<file path="src/rtl/multiplier2x2.sv">
// rtl/multiplier2x2.sv - 2x2 gate-level multiplier with registered product, valid and zero flag
// Optional macro MULTIPLIER2X2_PIPE_EN adds a register stage ahead of the outputs (2-cycle latency).
module multiplier2x2 #(
    parameter int SIGNED_MODE = 0
) (
    input  logic       clk,
    input  logic       rst,
    input  logic [1:0] a,
    input  logic [1:0] b,
    input  logic       in_valid,
    output logic [3:0] c,
    output logic       out_valid,
    output logic       zero
);

    logic       pp00;
    logic       pp01;
    logic       pp10;
    logic       pp11;
    logic       carry1;
    logic [3:0] prod_u;
    logic       borrow;
    logic [1:0] signed_hi;
    logic [3:0] prod;
    logic [3:0] stage_prod;
    logic       stage_valid;

    assign pp00   = a[0] & b[0];
    assign pp01   = a[0] & b[1];
    assign pp10   = a[1] & b[0];
    assign pp11   = a[1] & b[1];
    assign carry1 = pp10 & pp01;

    assign prod_u = {pp11 & carry1, pp11 ^ carry1, pp10 ^ pp01, pp00};

    // Signed result = unsigned product - 4*(a1*b + b1*a) mod 16; that correction
    // term mod 4 is {carry1, c1}, so only the upper two bits need a 2-bit subtract.
    assign borrow    = ~prod_u[2] & prod_u[1];
    assign signed_hi = {prod_u[3] ^ carry1 ^ borrow, prod_u[2] ^ prod_u[1]};

    assign prod = (SIGNED_MODE != 0) ? {signed_hi, prod_u[1:0]} : prod_u;

`ifdef MULTIPLIER2X2_PIPE_EN
    always_ff @(posedge clk) begin
        if (rst) begin
            stage_prod  <= 4'b0000;
            stage_valid <= 1'b0;
        end else begin
            stage_valid <= in_valid;
            if (in_valid) begin
                stage_prod <= prod;
            end
        end
    end
`else
    assign stage_prod  = prod;
    assign stage_valid = in_valid;
`endif

    always_ff @(posedge clk) begin
        if (rst) begin
            c         <= 4'b0000;
            zero      <= 1'b1;
            out_valid <= 1'b0;
        end else begin
            out_valid <= stage_valid;
            if (stage_valid) begin
                c    <= stage_prod;
                zero <= (stage_prod == 4'b0000);
            end
        end
    end

endmodule

</file>
<file path="config.mk">
export PLATFORM = sky130hd
export DESIGN_NAME = multiplier2x2
export DESIGN_NICKNAME = d
export VERILOG_FILES = /design/src/rtl/multiplier2x2.sv
export SDC_FILE = /design/constraint.sdc
export NUM_CORES = 1
export LEC_CHECK = 0
export BUFFER_PORTS_ARGS = -buffer_cell sky130_fd_sc_hd__clkbuf_2
export CAP_MARGIN = 10
export CELL_PAD_IN_SITES_DETAIL_PLACEMENT = 1
export CELL_PAD_IN_SITES_GLOBAL_PLACEMENT = 2
export CORE_AREA = 2 2 39 41
export CTS_CLUSTER_DIAMETER = 30
export CTS_CLUSTER_SIZE = 28
export DETAILED_ROUTE_END_ITERATION = 10
export DIE_AREA = 0 0 41 43
export PLACE_DENSITY = 0.63
export SETUP_SLACK_MARGIN = 0.5
export SYNTH_ARGS = -nofsm -noshare
export SYNTH_HDL_FRONTEND = slang
export SYNTH_SLANG_ARGS = --single-unit
</file>
<file path="constraint.sdc">
create_clock -name clk -period 3.14 [get_ports clk]
set_input_delay 0.471 -clock clk [delete_from_list [all_inputs] [get_ports clk]]
set_output_delay 0.471 -clock clk [all_outputs]
set_load 0.02 [all_outputs]
</file>
* After elaboration in Yosys (flattened, before gate mapping)
Index checks and enable logic that the tools add are counted.
Storage, ports and cells: register bits after elaboration 6, logic and storage cells 12, bits of input ports 7
Cells by class: bitwise logic cells 8, reduce and logical (&&, ||, !) cells 1
Operators with widths (number):
- bitwise AND 1 bit | 6
- zero test 4 bit | 1
- XOR 1 bit | 2

* Logic depth before layout (Yosys ltp)
depth in word-level cells 4, gate-level depth with buffers 6

* Least setup slack after synthesis
No wires, ideal clock.
path kind in2reg, start point in b[0], end point reg zero, data required time 3.018 ns, setup slack 1.768 ns, stages 4, buffers on the path 0, data arrival time 1.250 ns, path through and2_1 -> ha_1 -> nor2b_1 -> a311o_1
On the way: elaborated cells on any way between the ends 7
RTL lines:
- start: declaration | line 9 | input logic [1:0] b,
- bitwise AND 1 bit | line 30 | assign pp10 = a[1] & b[0];
- XOR 1 bit | line 34 | assign prod_u = {pp11 & carry1, pp11 ^ carry1, pp10 ^ pp01, pp00};
- via prod[1] | line 24 | logic [3:0] prod;
- zero test 4 bit | line 69 | zero <= (stage_prod == 4'b0000);
- end signal: assignment | line 69
- end: declaration | line 13 | output logic zero
The timed path passes the listed nets, and every way through them passes these cells. A chain may end at the register's enable or synchronous reset.

* Worst setup path in the final report
start point in a[0], end point reg zero
On the way: elaborated cells on any way between the ends 7
RTL lines:
- start: declaration | line 8 | input logic [1:0] a,
- bitwise AND 1 bit | line 29 | assign pp01 = a[0] & b[1];
- XOR 1 bit | line 34
- via prod[1] | line 24
- zero test 4 bit | line 69
The timed path passes the listed nets, and every way through them passes these cells.

==> results.sh <==
export IMPL_synth_top_cells_by_count="dfxtp_1 (6), ha_1 (3), mux2i_1 (3), nor2_1 (3)"
export IMPL_met1_usage_pct=8.12
export IMPL_grt_pass1_vias=246
export IMPL_cts_resized=0
export IMPL_cpPeakStageDelay_ns=0.33
export IMPL_grt_max_degree=9
export IMPL_status="completed"
export IMPL_area_growth_pct=32.2
export IMPL_relSlewSlack_pct=89.1
export IMPL_drt_iter0_drc=3
export IMPL_period_minus_slack_ns=1.27
export IMPL_hold_path_class="flip-flop to flip-flop"
export IMPL_worstMarginPinSlew_ns=0.163
export IMPL_grtUsageMet2_pct=11.3
export IMPL_avgSynthCellArea_um2=9.79
export IMPL_port_buffer_count=12
export IMPL_vdd_drop_max_mv=0.217
export IMPL_power_per_cell_area_nw_per_um2=469
export IMPL_rr_endpoint="zero"
export IMPL_drc=0
export IMPL_holdPathEnd="c[0]"
export IMPL_clock_tree_buffer_depth=2
export IMPL_post_route_cells_drive_above_1_share_pct=34.9
export IMPL_cts_max_level=1
export IMPL_cp_arrival_ns=1.40
export IMPL_root_buffer="clkbuf_4"
export IMPL_fin_cells=59
export IMPL_track_usage_pct=8.26
export IMPL_pre_cts_ws_ns=1.61
export IMPL_met3_usage_pct=9.42
export IMPL_fin_area_um2=375
export IMPL_critPathKind="input port to flip-flop"
export IMPL_crit_family="compound AO/OA/AOI/OAI gates"
export IMPL_start_util_pct=20.5
export IMPL_syn_area_um2=284
export IMPL_power_leakage_uw=0.000196
export IMPL_nets=55
export IMPL_path_max_fanout=3
export IMPL_antenna_found_initial=0
export IMPL_worst_clock_skew_ns=0
export IMPL_synth_area_top_cells="dfxtp_1 (42%), ha_1 (13%), mux2i_1 (11%), and2_1 (4.4%), nor2b_1 (4.4%)"
export IMPL_post_synth_top_area_fraction_pct=42.3
export IMPL_ctsHoldBuffers=0
export IMPL_cts_made_buffers=3
export IMPL_clock_fmax_ghz=0.786
export IMPL_maxCapViolCount=0
export IMPL_die_height_um=43
export IMPL_synthDistinctLibCells=14
export IMPL_cts_sink_count=6
export IMPL_final_hold_viol_count=0
export IMPL_io_pins=13
export IMPL_via_per_inst=4.10
export IMPL_ant_nets=0
export IMPL_via_count=242
export IMPL_die_area_um2=1760
export IMPL_yosysSeqAreaShare_pct=42.3
export IMPL_endpoint_kind="flip-flop"
export IMPL_grt_busiest_layer="met2"
export IMPL_grt_overflow_total=0
export IMPL_clock_latency_ns=0.24
export IMPL_hold_depth=2
export IMPL_synth_fp_nets=39
export IMPL_wl_um=514
export IMPL_cp_num_cells=5
export IMPL_antennaDiodeCount=0
export IMPL_std_cell_rows=14
export IMPL_syn_inst=29
export IMPL_die_w_um=41
export IMPL_coreArea_um2=1380
export IMPL_synth_flop_cell="dfxtp_1"
export IMPL_wl_per_cell_um=8.71
export IMPL_synth_most_common_cell="dfxtp_1"
export IMPL_setup_tns_ns=0
export IMPL_period_share_pct=40.5
export IMPL_setup_viol=0
export IMPL_clkSlewWorstSetupHoldPaths_ns=0.04
export IMPL_dr_pass1_iters=2
export IMPL_synth_largest_area_cell="dfxtp_1"
export IMPL_layout_setup_ws_ns=1.87
export IMPL_place_inst=56
export IMPL_rr_worst_depth=2
export IMPL_p_total_uw=176
export IMPL_rsz0062_at_grt="false"
export IMPL_place_gp_congestion=0.665
export IMPL_cts_tree="yes"
export IMPL_critPathLaunchType="input port"
export IMPL_required_ns=3.26
export IMPL_synth_seq_cells=6
export IMPL_grt_pass1_wl_um=910
export IMPL_synth_edff_count=0
export IMPL_yosysWarningCount=0
export IMPL_timing_critical_path_cells="clkbuf_2 > and2_1 > ha_1 > nor2b_1 > a311o_1"
export IMPL_postSynth_asyncResetShare_pct=0
export IMPL_finalMaxSlewViolations=0
export IMPL_dpl_cell_area_um2=353
export IMPL_post_cts_setup_buffers=0
export IMPL_worstHoldStart="c[0]"
export IMPL_r2r_start="zero"
export IMPL_r2r_slack_ns=2.28
export IMPL_slowest_stage="a311o_1"
export IMPL_path_buf_inv=1
## placed cells by master (no fill, tap or decap)
| cell type | Yosys | routed |
|---|---|---|
| nand3_1 | 1 | 1 |
| clkbuf_2 | 0 | 12 |
| nand2_1 | 2 | 2 |
| nor2b_1 | 2 | 2 |
| nand2b_1 | 1 | 1 |
| mux2i_1 | 3 | 3 |
| ha_1 | 3 | 3 |
| inv_1 | 2 | 2 |
| nor2_1 | 3 | 3 |
| and2_1 | 2 | 2 |
| a21oi_1 | 1 | 1 |
| dfxtp_1 | 6 | 6 |
| and2b_1 | 1 | 1 |
| clkbuf_4 | 0 | 3 |
| a311o_1 | 1 | 1 |
## metal layers
| layer | share of wire [%] | wire length (um) |
|---|---|---|
| met1 | 38 | 194 |
| met2 | 52 | 269 |
| met3 | 9.5 | 49 |
| met4 | 0 | 0 |
| met5 | 0 | 0 |
## how the worst max path moves through the flow
stage | start | to | slack (ns)
floorplan | b[0] | zero | 1.77
global placement | b[0] | zero | 1.61
detailed placement | a[0] | zero | 1.61
CTS | a[0] | zero | 1.87
global route | a[0] | zero | 1.84
finish | a[0] | zero | 1.87
## sequential cells by signal, summed over array words and instances (netlist names)
name / cells
c: 4
zero: 1
out_valid: 1
## cells by family after synthesis
logic type | share of synthesized area, %
muxes | 10.6
DFF | 42.3
adders and majority gates | 13.2
buffers and inverters | 6.61
AOI/OAI and AO/OA | 5.28
and+or+nand+nor | 22.0
## where the power goes
part           switching [uW]  leakage, uW  total (uW)  internal, uW
registers                1.47    0.0000493        81.9          80.4
clock network            24.5    0.0000138        67.5          43.0
logic                    14.8     0.000133        26.7          11.9
total                    40.7     0.000196         176           135
## cell type report
class | instances | area [um^2]
clock buffer | 3 | 22.5
sequential | 6 | 120
fill | 170 | 1010
inverter | 2 | 7.51
timing repair buffer | 12 | 60.1
tap | 16 | 20.0
multi-input combinational | 20 | 145
## worst min-delay path: cells and delay by family, from the launching register on
| family | cells | cell delay (ns) |
|---|---|---|
| AND/OR/NAND/NOR | 1 | 0.06 |
| flip-flops | 1 | 0.30 |
| AO/OA/AOI/OAI | 1 | 0.06 |
## metrics by stage
step | utilization [%] | hold WS, ns
2_1_floorplan | - | 0.540
3_3_place_gp | 25.5 | 0.463
3_5_place_dp | 25.5 | 0.475
4_1_cts | 27.1 | 0.477
5_1_grt | 27.1 | 0.479
6_report | 27.1 | 0.471
(Power assumes the default switching activity.)
